**config.mk**
```make
export PLATFORM = sky130hd
export DESIGN_NAME = attack_envelope_sequencer
export DESIGN_NICKNAME = d
export VERILOG_FILES = /design/src/rtl/attack_envelope_sequencer.sv
export SDC_FILE = /design/constraint.sdc
export NUM_CORES = 1
export LEC_CHECK = 0
export ABC_AREA = 1
export CAP_MARGIN = 5
export CORE_ASPECT_RATIO = 1.5
export CORE_MARGIN = 2
export CORE_UTILIZATION = 40
export CTS_CLUSTER_DIAMETER = 60
export DETAILED_ROUTE_END_ITERATION = 12
export PLACE_DENSITY = 0.57
export REMOVE_ABC_BUFFERS = 1
export SYNTH_ARGS = -nofsm -noshare
export SYNTH_HDL_FRONTEND = slang
export SYNTH_SLANG_ARGS = --single-unit
```
**constraint.sdc**
```tcl
create_clock -name clk -period 12.3 [get_ports clk]
set_clock_uncertainty 0.1 [all_clocks]
set_input_delay 1.845 -clock clk [delete_from_list [all_inputs] [get_ports clk]]
set_output_delay 1.845 -clock clk [all_outputs]
set_load 0.02 [all_outputs]
```
**src/rtl/attack_envelope_sequencer.sv**
```systemverilog
// Attack-phase sequencer for the VM2413 envelope path: per-slot phase accumulation,
// shaping-table addressing, and conversion of table data into a slot-tagged attenuation.
//
// state  | meaning
// IDLE   | key released; phase 0, output silent
// ATTACK | phase accumulating toward full scale; output follows the shaping table
// DONE   | attack complete; phase pinned at full scale, output at full level
module attack_envelope_sequencer #(
  parameter int NUM_SLOTS = 18,
  parameter int PHASE_W   = 22
) (
  input  logic               clk,
  input  logic               reset,
  input  logic               clkena,
  input  logic [4:0]         slot,
  input  logic               key_on,
  input  logic [5:0]         rate,
  output logic [PHASE_W-1:0] tbl_addr,
  input  logic [12:0]        tbl_data,
  output logic [12:0]        env_out,
  output logic [4:0]         env_slot,
  output logic               env_valid,
  output logic               attack_done
);

  typedef enum logic [1:0] {
    ST_IDLE   = 2'd0,
    ST_ATTACK = 2'd1,
    ST_DONE   = 2'd2
  } state_t;

  localparam int                 PIPE_DEPTH = 3;
  localparam logic [PHASE_W-1:0] PHASE_MAX  = '1;
  localparam logic [12:0]        ENV_SILENT = 13'h1FC0;
  localparam logic [5:0]         RATE_FAST  = 6'd60;

  state_t               slot_state [NUM_SLOTS];
  logic [PHASE_W-1:0]   slot_phase [NUM_SLOTS];
  logic [NUM_SLOTS-1:0] slot_key;

  logic               slot_valid;
  logic [4:0]         slot_idx;
  state_t             cur_state;
  state_t             nxt_state;
  logic [PHASE_W-1:0] cur_phase;
  logic [PHASE_W-1:0] nxt_phase;
  logic [PHASE_W-1:0] addr_nxt;
  logic               cur_key;
  logic               complete;
  logic               rate_fast;
  logic [PHASE_W:0]   inc;
  logic [PHASE_W:0]   sum;

  // Metadata travelling alongside the table read, index 2 aligns with tbl_data.
  logic [4:0]  pipe_slot  [PIPE_DEPTH];
  logic        pipe_valid [PIPE_DEPTH];
  state_t      pipe_state [PIPE_DEPTH];
  logic        pipe_done  [PIPE_DEPTH];
  logic [12:0] env_nxt;

  assign slot_valid = (int'(slot) < NUM_SLOTS);
  assign slot_idx   = slot_valid ? slot : 5'd0;
  assign cur_state  = slot_state[slot_idx];
  assign cur_phase  = slot_phase[slot_idx];
  assign cur_key    = slot_key[slot_idx];
  assign rate_fast  = (rate >= RATE_FAST);

  // One extra bit on the sum so the clamp test sees overflow past full scale.
  assign inc = (PHASE_W+1)'({1'b1, rate[1:0]}) << rate[5:2];
  assign sum = {1'b0, cur_phase} + inc;

  // State register: per-slot storage and the table address.
  always_ff @(posedge clk) begin
    if (reset) begin
      for (int i = 0; i < NUM_SLOTS; i++) begin
        slot_state[i] <= ST_IDLE;
        slot_phase[i] <= '0;
      end
      slot_key <= '0;
      tbl_addr <= '0;
    end else if (clkena && slot_valid) begin
      slot_state[slot_idx] <= nxt_state;
      slot_phase[slot_idx] <= nxt_phase;
      slot_key[slot_idx]   <= key_on;
      tbl_addr             <= addr_nxt;
    end
  end

  // Next-state logic for the slot being serviced.
  always_comb begin
    nxt_state = cur_state;
    nxt_phase = cur_phase;
    complete  = 1'b0;
    if (!key_on) begin
      nxt_state = ST_IDLE;
      nxt_phase = '0;
    end else if (!cur_key) begin
      if (rate_fast) begin
        nxt_state = ST_DONE;
        nxt_phase = PHASE_MAX;
        complete  = 1'b1;
      end else begin
        nxt_state = ST_ATTACK;
        nxt_phase = '0;
      end
    end else if (cur_state == ST_ATTACK) begin
      if (rate_fast || (rate != 6'd0 && sum >= {1'b0, PHASE_MAX})) begin
        nxt_state = ST_DONE;
        nxt_phase = PHASE_MAX;
        complete  = 1'b1;
      end else if (rate != 6'd0) begin
        nxt_phase = sum[PHASE_W-1:0];
      end
    end
  end

  // Output decode: table address for the new state, attenuation for the returning lane.
  always_comb begin
    addr_nxt = '0;
    case (nxt_state)
      ST_ATTACK: addr_nxt = nxt_phase;
      ST_DONE:   addr_nxt = PHASE_MAX;
      default:   addr_nxt = '0;
    endcase

    env_nxt = ENV_SILENT;
    case (pipe_state[PIPE_DEPTH-1])
      ST_ATTACK: env_nxt = ENV_SILENT - tbl_data;
      ST_DONE:   env_nxt = '0;
      default:   env_nxt = ENV_SILENT;
    endcase
  end

  always_ff @(posedge clk) begin
    if (reset) begin
      for (int i = 0; i < PIPE_DEPTH; i++) begin
        pipe_slot[i]  <= '0;
        pipe_valid[i] <= 1'b0;
        pipe_state[i] <= ST_IDLE;
        pipe_done[i]  <= 1'b0;
      end
      env_out     <= ENV_SILENT;
      env_slot    <= '0;
      env_valid   <= 1'b0;
      attack_done <= 1'b0;
    end else if (clkena) begin
      pipe_slot[0]  <= slot;
      pipe_valid[0] <= slot_valid;
      pipe_state[0] <= slot_valid ? nxt_state : ST_IDLE;
      pipe_done[0]  <= slot_valid & complete;
      for (int i = 1; i < PIPE_DEPTH; i++) begin
        pipe_slot[i]  <= pipe_slot[i-1];
        pipe_valid[i] <= pipe_valid[i-1];
        pipe_state[i] <= pipe_state[i-1];
        pipe_done[i]  <= pipe_done[i-1];
      end
      env_out     <= env_nxt;
      env_slot    <= pipe_slot[PIPE_DEPTH-1];
      env_valid   <= pipe_valid[PIPE_DEPTH-1];
      attack_done <= pipe_done[PIPE_DEPTH-1] & pipe_valid[PIPE_DEPTH-1];
    end
  end

endmodule
```
==> results of run 1 <==
## through the flow
step	setup slack (ns)	instance area (um^2)
finish	2.826	34550
detailed placement	2.322	32440
global placement	2.461	32440
global route	2.215	34550
floorplan	2.757	30040
CTS	2.937	34550
## registers in the layout, indices dropped and copies added (netlist names), 5 cells and up
name and cells:
pipe_slot 15, slot_state 48, tbl_addr 22, slot_phase 552, slot_key 18, env_slot 5, pipe_state 6, env_out 13
## cells in the mapped netlist, types with 52 or more instances
library cell	number
clkbuf_1	75
a21oi_1	78
nand3_1	58
dfxtp_1	60
edfxtp_1	627
inv_1	149
a22oi_1	205
buf_2	52
nand2_1	487
o22ai_1	58
o21ai_0	77
nor2_1	561
## cells by family (layout without fill, tap and decap cells)
logic type	count (synthesis)	count (layout)	share of synthesized area (%)
other cells	1	168	0.01239
compound gates	484	484	10.60
simple gates	1228	1228	16.80
xor+xnor	14	14	0.4052
mux	1	1	0.03308
flops	687	687	66.19
buf+inv	344	401	4.945
fa+ha+maj	24	24	1.017
## metal layers
layer	vias up	routed length, um	GRT usage [%]	part of all wire, %
met5	-	0	0	0
met4	0	4641	11.94	5.0
met3	214	6663	3.526	7.1
met2	972	48080	42.68	51
met1	10801	34050	27.09	36
li1	9962	-	-	-
## how the worst max path moves through the flow
stage            start      endpoint  slack [ns]  cells past startpoint
3_3_place_gp   slot[1]   tbl_addr[5]        2.46                     37
4_1_cts        slot[1]   tbl_addr[5]        2.94                     37
3_5_place_dp   slot[1]  tbl_addr[19]        2.32                     37
5_1_grt        slot[1]  tbl_addr[19]        2.21                     40
6_report       slot[1]  tbl_addr[19]        2.83                     37
2_1_floorplan  slot[1]   tbl_addr[0]        2.76                     33
## report_power, final
part / total [mW] / switching, mW / internal (mW)
Clock: 2.01 / 0.877 / 1.14
Sequential: 2.66 / 0.0272 / 2.64
Combinational: 0.506 / 0.379 / 0.127
## worst register-to-register path: cells and delay by family, from the launching register on
family	cells	cell delay [ns]
flops	1	0.36
compound gates	6	2.11
simple gates	17	2.34
fa+ha+maj	2	0.76
buf+inv	3	0.49
## cell type report
class	count	area share (%)
multi-input combinational	1919	27.38
tap	1000	3.621
inverter	173	1.905
timing repair buffer	112	3.006
sequential	687	57.97
clock inverter	21	0.4165
clock buffer	95	5.700
==> flow_summary.toml, run 1 <==
[critical_path]
cp_slowest_cell = "a21oi_1"
path_class = "input port to flip-flop"
slowest_delay_ns = 0.79
r2r-start = "slot_phase[2][5]"
worstPathRequired_ns = 12.74
ff2ff_path_depth = 28
cp_common_cell = "nand2_1"
cp-end-kind = "flip-flop"
reg2reg_setup_slack_ns = 6.08
cp-start-kind = "input port"
cp.arrival_ns = 9.91
crit_buf_inv = 8
critical_path.top_delay_family = "simple AND/OR/NAND/NOR gates"
rr_endpoint = "tbl_addr[19]"
critPathMaxFanout = 70

[routing]
ant_nets = 0
viasPerCell = 5.478
dr.pass1.iters = 6
routedWlPerCell_um = 23.32
num_vias = 21949
drt_wl_total_um = 93430
route.detailed.drc = 0
drtIter0Drc = 2454

[timing]
hold_viol = 0
finalSetupTns_ns = 0
rsz0062_at_grt = "no"
maxSlewHeadroom_pct = 24.97
setup_viol = 0
fmax_ghz = 0.1056
fin_crit_sh_pct = 77.02
min_period_ns = 9.474
worstMarginPinSlew_ns = 1.114
holdWs_ns = 0.3505
slew_violations = 0

[run_status]
status = "finished clean"

[power]
pwr_density_cell_nw_per_um2 = 150.1
finalPower_mw = 5.185
p_leak_nw = 13.06
ir_drop_v = 0.00007838

[floorplan]
die_h_um = 340.9
ioPinCount = 70
rows = 123
initial_core_util_pct = 40.38
die_width_um = 228.6
fp.dieArea_um2 = 77920
core-area_um2 = 74950

[clocking]
cts_sinks = 687
cts_made_buffers = 66
ctsHoldBuffers = 0
cts_tree = "yes"
clockRootBuffer = "clkbuf_16"
cts_setup_buffers = 0
cts_resized = 0
insertion_delay_ns = 0.62
clock_tree.buffer_depth = 3
cts-htree-levels = 3
clk_pin_slew_worst_paths_ns = 0.06

[global_routing]
antenna_found_initial = 0
overflow = 0
grt_max_degree = 126
grtUsageTotal_pct = 23.60
grt_pass1_vias = 21682
grt_pass1_wl_um = 136400

[synthesis]
ys_seq_area_share_pct = 66.19
syn_inst = 2783
async_flop_share_pct = 0
ys_ff_latch = 687
syn_avg_cell_area_um2 = 10.87
yosysTopAreaCellShare_pct = 62.22
syn-cell-area_um2 = 30260
synth_area_leader_cell = "edfxtp_1"
synth.area.top_cells = "edfxtp_1 (62%), nor2_1 (7.0%), nand2_1 (6.0%)"
synth_warnings = 0
synth_flop_cell = "edfxtp_1"
ys_types = 50
synth_edf_count = 627

[finish]
fin_util_pct = 46.10
fin_cells = 4007
layout_common_cells = "edfxtp_1 (627), nor2_1 (558), nand2_1 (467)"
antenna_cells = 0
seq_area_um2 = 20030
drive_gt1_share_pct = 7.715
fill_cells = 7021
syn_to_final_growth_pct = 14.17
layout_commonest_cell = "edfxtp_1"
multi_input_area_um2 = 9459
final_nets = 3011

[placement]
numPortBuffers = 69
dp_hpwl_um = 57250
place_inst = 3891
routabilityCongestion = 0.8994

[worst_hold_path]
worstHoldEndpoint = "tbl_addr[13]"
hp-start = "tbl_addr[13]"
worstHoldPathCells = 2
hold_class = "flip-flop to flip-flop"

[flow_run]
max-cap-violations = 0
Note: power is estimated with default switching activity, not from simulation.
==> run 2, diff against run 1 <==
clock period = 9.85 ns   (was 12.3 ns; I/O delays follow)
==> flow_summary.toml, run 2 (synthesis results as in run 1) <==
[placement]
place_inst = 3899
routabilityCongestion = 0.9384
dp_hpwl_um = 57730
numPortBuffers = 69
pre_cts_ws_ns = 0.5954

[routing]
viasPerCell = 5.492
dr.pass1.iters = 5
drt_wl_total_um = 94480
route.detailed.drc = 0
ant_nets = 0
routedWlPerCell_um = 23.56
num_vias = 22024
drtIter0Drc = 2077

[clocking]
cts_resized = 0
cts_setup_buffers = 0
cts-htree-levels = 2
cts_made_buffers = 61
cts_sinks = 687
cts_tree = "yes"
ctsHoldBuffers = 0
clock_tree.buffer_depth = 3
clk_pin_slew_worst_paths_ns = 0.06
insertion_delay_ns = 0.66
clockRootBuffer = "clkbuf_16"

[run_status]
status = "finished clean"

[timing]
slew_violations = 0
rsz0062_at_grt = "no"
holdWs_ns = 0.3493
setup_viol = 0
maxSlewHeadroom_pct = 22.72
finalSetupTns_ns = 0
finalWorstSetupSlack_ns = 1.184
min_period_ns = 8.666
fmax_ghz = 0.1154
hold_viol = 0
fin_crit_sh_pct = 87.98
worstMarginPinSlew_ns = 1.147

[finish]
multi_input_area_um2 = 9468
syn_to_final_growth_pct = 13.90
antenna_cells = 0
largestRegisters = "slot_phase (552), slot_state (48), tbl_addr (22)"
seq_area_um2 = 20030
fill_cells = 6989
fin_cells = 4010
largest_reg_flops = 552
final_nets = 3014
layout_common_cells = "edfxtp_1 (627), nor2_1 (558), nand2_1 (466)"
drive_gt1_share_pct = 7.940
layout_commonest_cell = "edfxtp_1"
regMostFlops = "slot_phase"

[power]
p_leak_nw = 13.02
finalPower_mw = 6.365
pwr_density_cell_nw_per_um2 = 184.7
ir_drop_v = 0.0001458

[global_routing]
grt_pass1_vias = 22519
grtUsageTotal_pct = 24.04
overflow = 0
grt_pass1_wl_um = 140100
antenna_found_initial = 1
grt_max_degree = 130

[floorplan]
initial_core_util_pct = 40.38
fp.dieArea_um2 = 77920
ioPinCount = 70
rows = 123
die_h_um = 340.9
die_width_um = 228.6
core-area_um2 = 74950

[worst_hold_path]
worstHoldPathCells = 2
worstHoldEndpoint = "tbl_addr[17]"
hp-start = "tbl_addr[17]"
hold_class = "flip-flop to flip-flop"

[critical_path]
path_class = "input port to flip-flop"
cp_common_cell = "nand2_1"
ff2ff_path_depth = 30
cp-end-kind = "flip-flop"
slowest_delay_ns = 0.70
cp_slowest_cell = "inv_4"
reg2reg_setup_slack_ns = 3.88
r2r-start = "slot_phase[6][2]"
cp.arrival_ns = 9.13
rr_endpoint = "tbl_addr[20]"
cp-start-kind = "input port"
critPathMaxFanout = 49
worstPathRequired_ns = 10.32

[flow_run]
max-cap-violations = 0
run 2: worst max path at each step:
| stage | from | end | slack (ns) | depth (start not counted) |
|---|---|---|---|---|
| final | slot[1] | tbl_addr[20] | 1.18 | 38 |
| after global routing | slot[1] | tbl_addr[5] | 0.53 | 38 |
| after CTS | slot[1] | tbl_addr[20] | 1.27 | 38 |
| after detailed placement | slot[1] | tbl_addr[5] | 0.60 | 38 |
| after global placement | slot[1] | tbl_addr[5] | 0.70 | 38 |
| after floorplan | slot[1] | tbl_addr[0] | 0.67 | 33 |
run 2: area by class of cell:
class	count	area share, %
well taps	1000	3.630
clock buffers	75	4.701
repair buffers	120	3.187
clock inverters	36	0.9910
inverters	173	1.909
multi-input cells	1919	27.47
flip-flops and latches	687	58.11
run 2: worst max-delay path, delay by kind of cell:
family / cells / cell delay (ns)
AOI/OAI and AO/OA: 4 / 0.76
adders and majority gates: 3 / 0.98
buffers and inverters: 9 / 2.34
and+or+nand+nor: 22 / 3.45
run 2: per-layer routing:
metal	vias to the layer above	wire length (um)	global-route usage, %	part of all wire [%]
met4	0	5234	12.28	5.5
li1	9973	-	-	-
met1	10885	34100	26.80	36
met2	920	49170	44.28	52
met3	246	5971	3.635	6.3
met5	-	0	0	0
run 2: power breakdown:
part / total (mW) / leakage (nW) / switching [mW] / internal [mW]
Combinational: 0.633 / 5.03 / 0.474 / 0.159
Clock: 2.41 / 0.960 / 1.08 / 1.32
Sequential: 3.33 / 7.03 / 0.0337 / 3.29
Total: 6.37 / 13.0 / 1.59 / 4.77
run 2: per-stage QoR:
step / util [%] / area [um^2]
after detailed placement: 43.37 / 32500
after global placement: 43.37 / 32500
after CTS: 45.99 / 34470
after global routing: 45.99 / 34470
final: 45.99 / 34470
after floorplan: - / 30040
==> run 3, diff against run 2 <==
CORE_UTILIZATION = 60   (was 40)
PLACE_DENSITY = 0.79   (was 0.57)
REMOVE_ABC_BUFFERS = unset   (was 1)
SLEW_MARGIN = 10   (was unset)
==> flow_summary.toml, run 3 (synthesis results as in run 1) <==
[worst_hold_path]
hp-start = "tbl_addr[15]"
worstHoldEndpoint = "tbl_addr[15]"
hold_class = "flip-flop to flip-flop"
worstHoldPathCells = 2

[timing]
fin_crit_sh_pct = 85.29
setup_viol = 0
slew_violations = 0
fmax_ghz = 0.1190
finalWorstSetupSlack_ns = 1.449
hold_viol = 0
min_period_ns = 8.401
finalSetupTns_ns = 0
rsz0062_at_grt = "no"
worstMarginPinSlew_ns = 1.136
maxSlewHeadroom_pct = 24.10

[run_status]
status = "finished clean"

[placement]
dp_hpwl_um = 53390
pre_cts_ws_ns = 1.014
numPortBuffers = 69
routabilityCongestion = 0.9442

[critical_path]
cp_common_cell = "nand2_1"
slowest_delay_ns = 0.86
cp.arrival_ns = 8.82
cp-start-kind = "input port"
r2r-start = "slot_phase[10][6]"
cp-end-kind = "flip-flop"
rr_endpoint = "tbl_addr[18]"
crit_buf_inv = 7
critical_path.top_delay_family = "simple AND/OR/NAND/NOR gates"
worstPathRequired_ns = 10.27
critPathMaxFanout = 38
path_class = "input port to flip-flop"
cp_slowest_cell = "clkdlybuf4s50_1"
reg2reg_setup_slack_ns = 4.00
ff2ff_path_depth = 29

[global_routing]
antenna_found_initial = 0
grtUsageTotal_pct = 32.19
overflow = 0
grt_pass1_wl_um = 127000
grt_pass1_vias = 22465
grt_max_degree = 51

[routing]
dr.pass1.iters = 7
drtIter0Drc = 2501
num_vias = 22568
route.detailed.drc = 0
viasPerCell = 6.118
routedWlPerCell_um = 22.97
ant_nets = 0
drt_wl_total_um = 84740

[floorplan]
rows = 100
die_width_um = 187.4
ioPinCount = 70
die_h_um = 279.1
core-area_um2 = 49670
initial_core_util_pct = 60.92
fp.dieArea_um2 = 52290

[clocking]
insertion_delay_ns = 0.62
ctsHoldBuffers = 0
cts_tree = "yes"
cts_setup_buffers = 0
cts_resized = 0
cts_sinks = 687
clockRootBuffer = "clkbuf_16"
clk_pin_slew_worst_paths_ns = 0.06
cts-htree-levels = 2
clock_tree.buffer_depth = 3
cts_made_buffers = 59

[finish]
largestRegisters = "slot_phase (552), slot_state (48), tbl_addr (22)"
antenna_cells = 0
fill_cells = 3523
regMostFlops = "slot_phase"
fin_util_pct = 68.59
final_nets = 3027
syn_to_final_growth_pct = 12.59
drive_gt1_share_pct = 7.799
largest_reg_flops = 552
layout_common_cells = "edfxtp_1 (627), nor2_1 (558), nand2_1 (481)"
layout_commonest_cell = "edfxtp_1"

[power]
pwr_density_cell_nw_per_um2 = 182.9
p_leak_nw = 13.08
ir_drop_v = 0.0001577

[flow_run]
max-cap-violations = 0
==> run 3: layout make-up <==
class	count	area [um^2]	share of cell area, %
Multi-Input combinational cell	1919	9424	27.66
Clock buffer	77	1617	4.744
Inverter	173	655.6	1.924
Timing Repair Buffer	135	1236	3.628
Sequential cell	687	20030	58.78
Tap cell	663	829.5	2.435
Clock inverter	35	281.5	0.8262
==> run 3: tightest hold or removal path: cells and delay by family, from the launching register on <==
family | cells | cell delay [ns]
flip-flops | 1 | 0.31
AND/OR/NAND/NOR | 2 | 0.10
==> run 3: power by group <==
part           leakage, nW  internal, mW  switching (mW)  total, mW
combinational         5.10         0.163           0.453      0.616
sequential            7.03          3.29          0.0364       3.33
clock                0.946          1.26            1.03       2.29
==> run 3: stage by stage <==
stage	cells	hold WS, ns	power [mW]	cell area (um^2)
after floorplan	2950	0.3358	3.758	30890
after global placement	3577	0.3365	3.969	32170
after detailed placement	3577	0.3457	3.983	32170
after CTS	3689	0.3604	6.219	34070
after global routing	3689	0.3877	6.392	34070
final	3689	0.3571	6.231	34070
==> run 3: worst max path at each step <==
stage,startpoint,endpoint,slack [ns],cells past startpoint
floorplan,slot[1],tbl_addr[10],3.30,41
global placement,slot[0],tbl_addr[6],1.19,34
detailed placement,slot[0],tbl_addr[18],1.01,34
CTS,slot[0],tbl_addr[8],1.57,34
global route,slot[0],tbl_addr[6],0.78,33
finish,slot[0],tbl_addr[18],1.45,36
==> run 3: per-layer routing <==
layer  global-route usage [%]  wire length, um  up-vias
met1                    35.84            27280    10639
met2                    56.18            42130     1521
met3                    5.920             8749      412
met4                    22.01             6572        0
met5                        0                0        -
li1                         -                -     9996
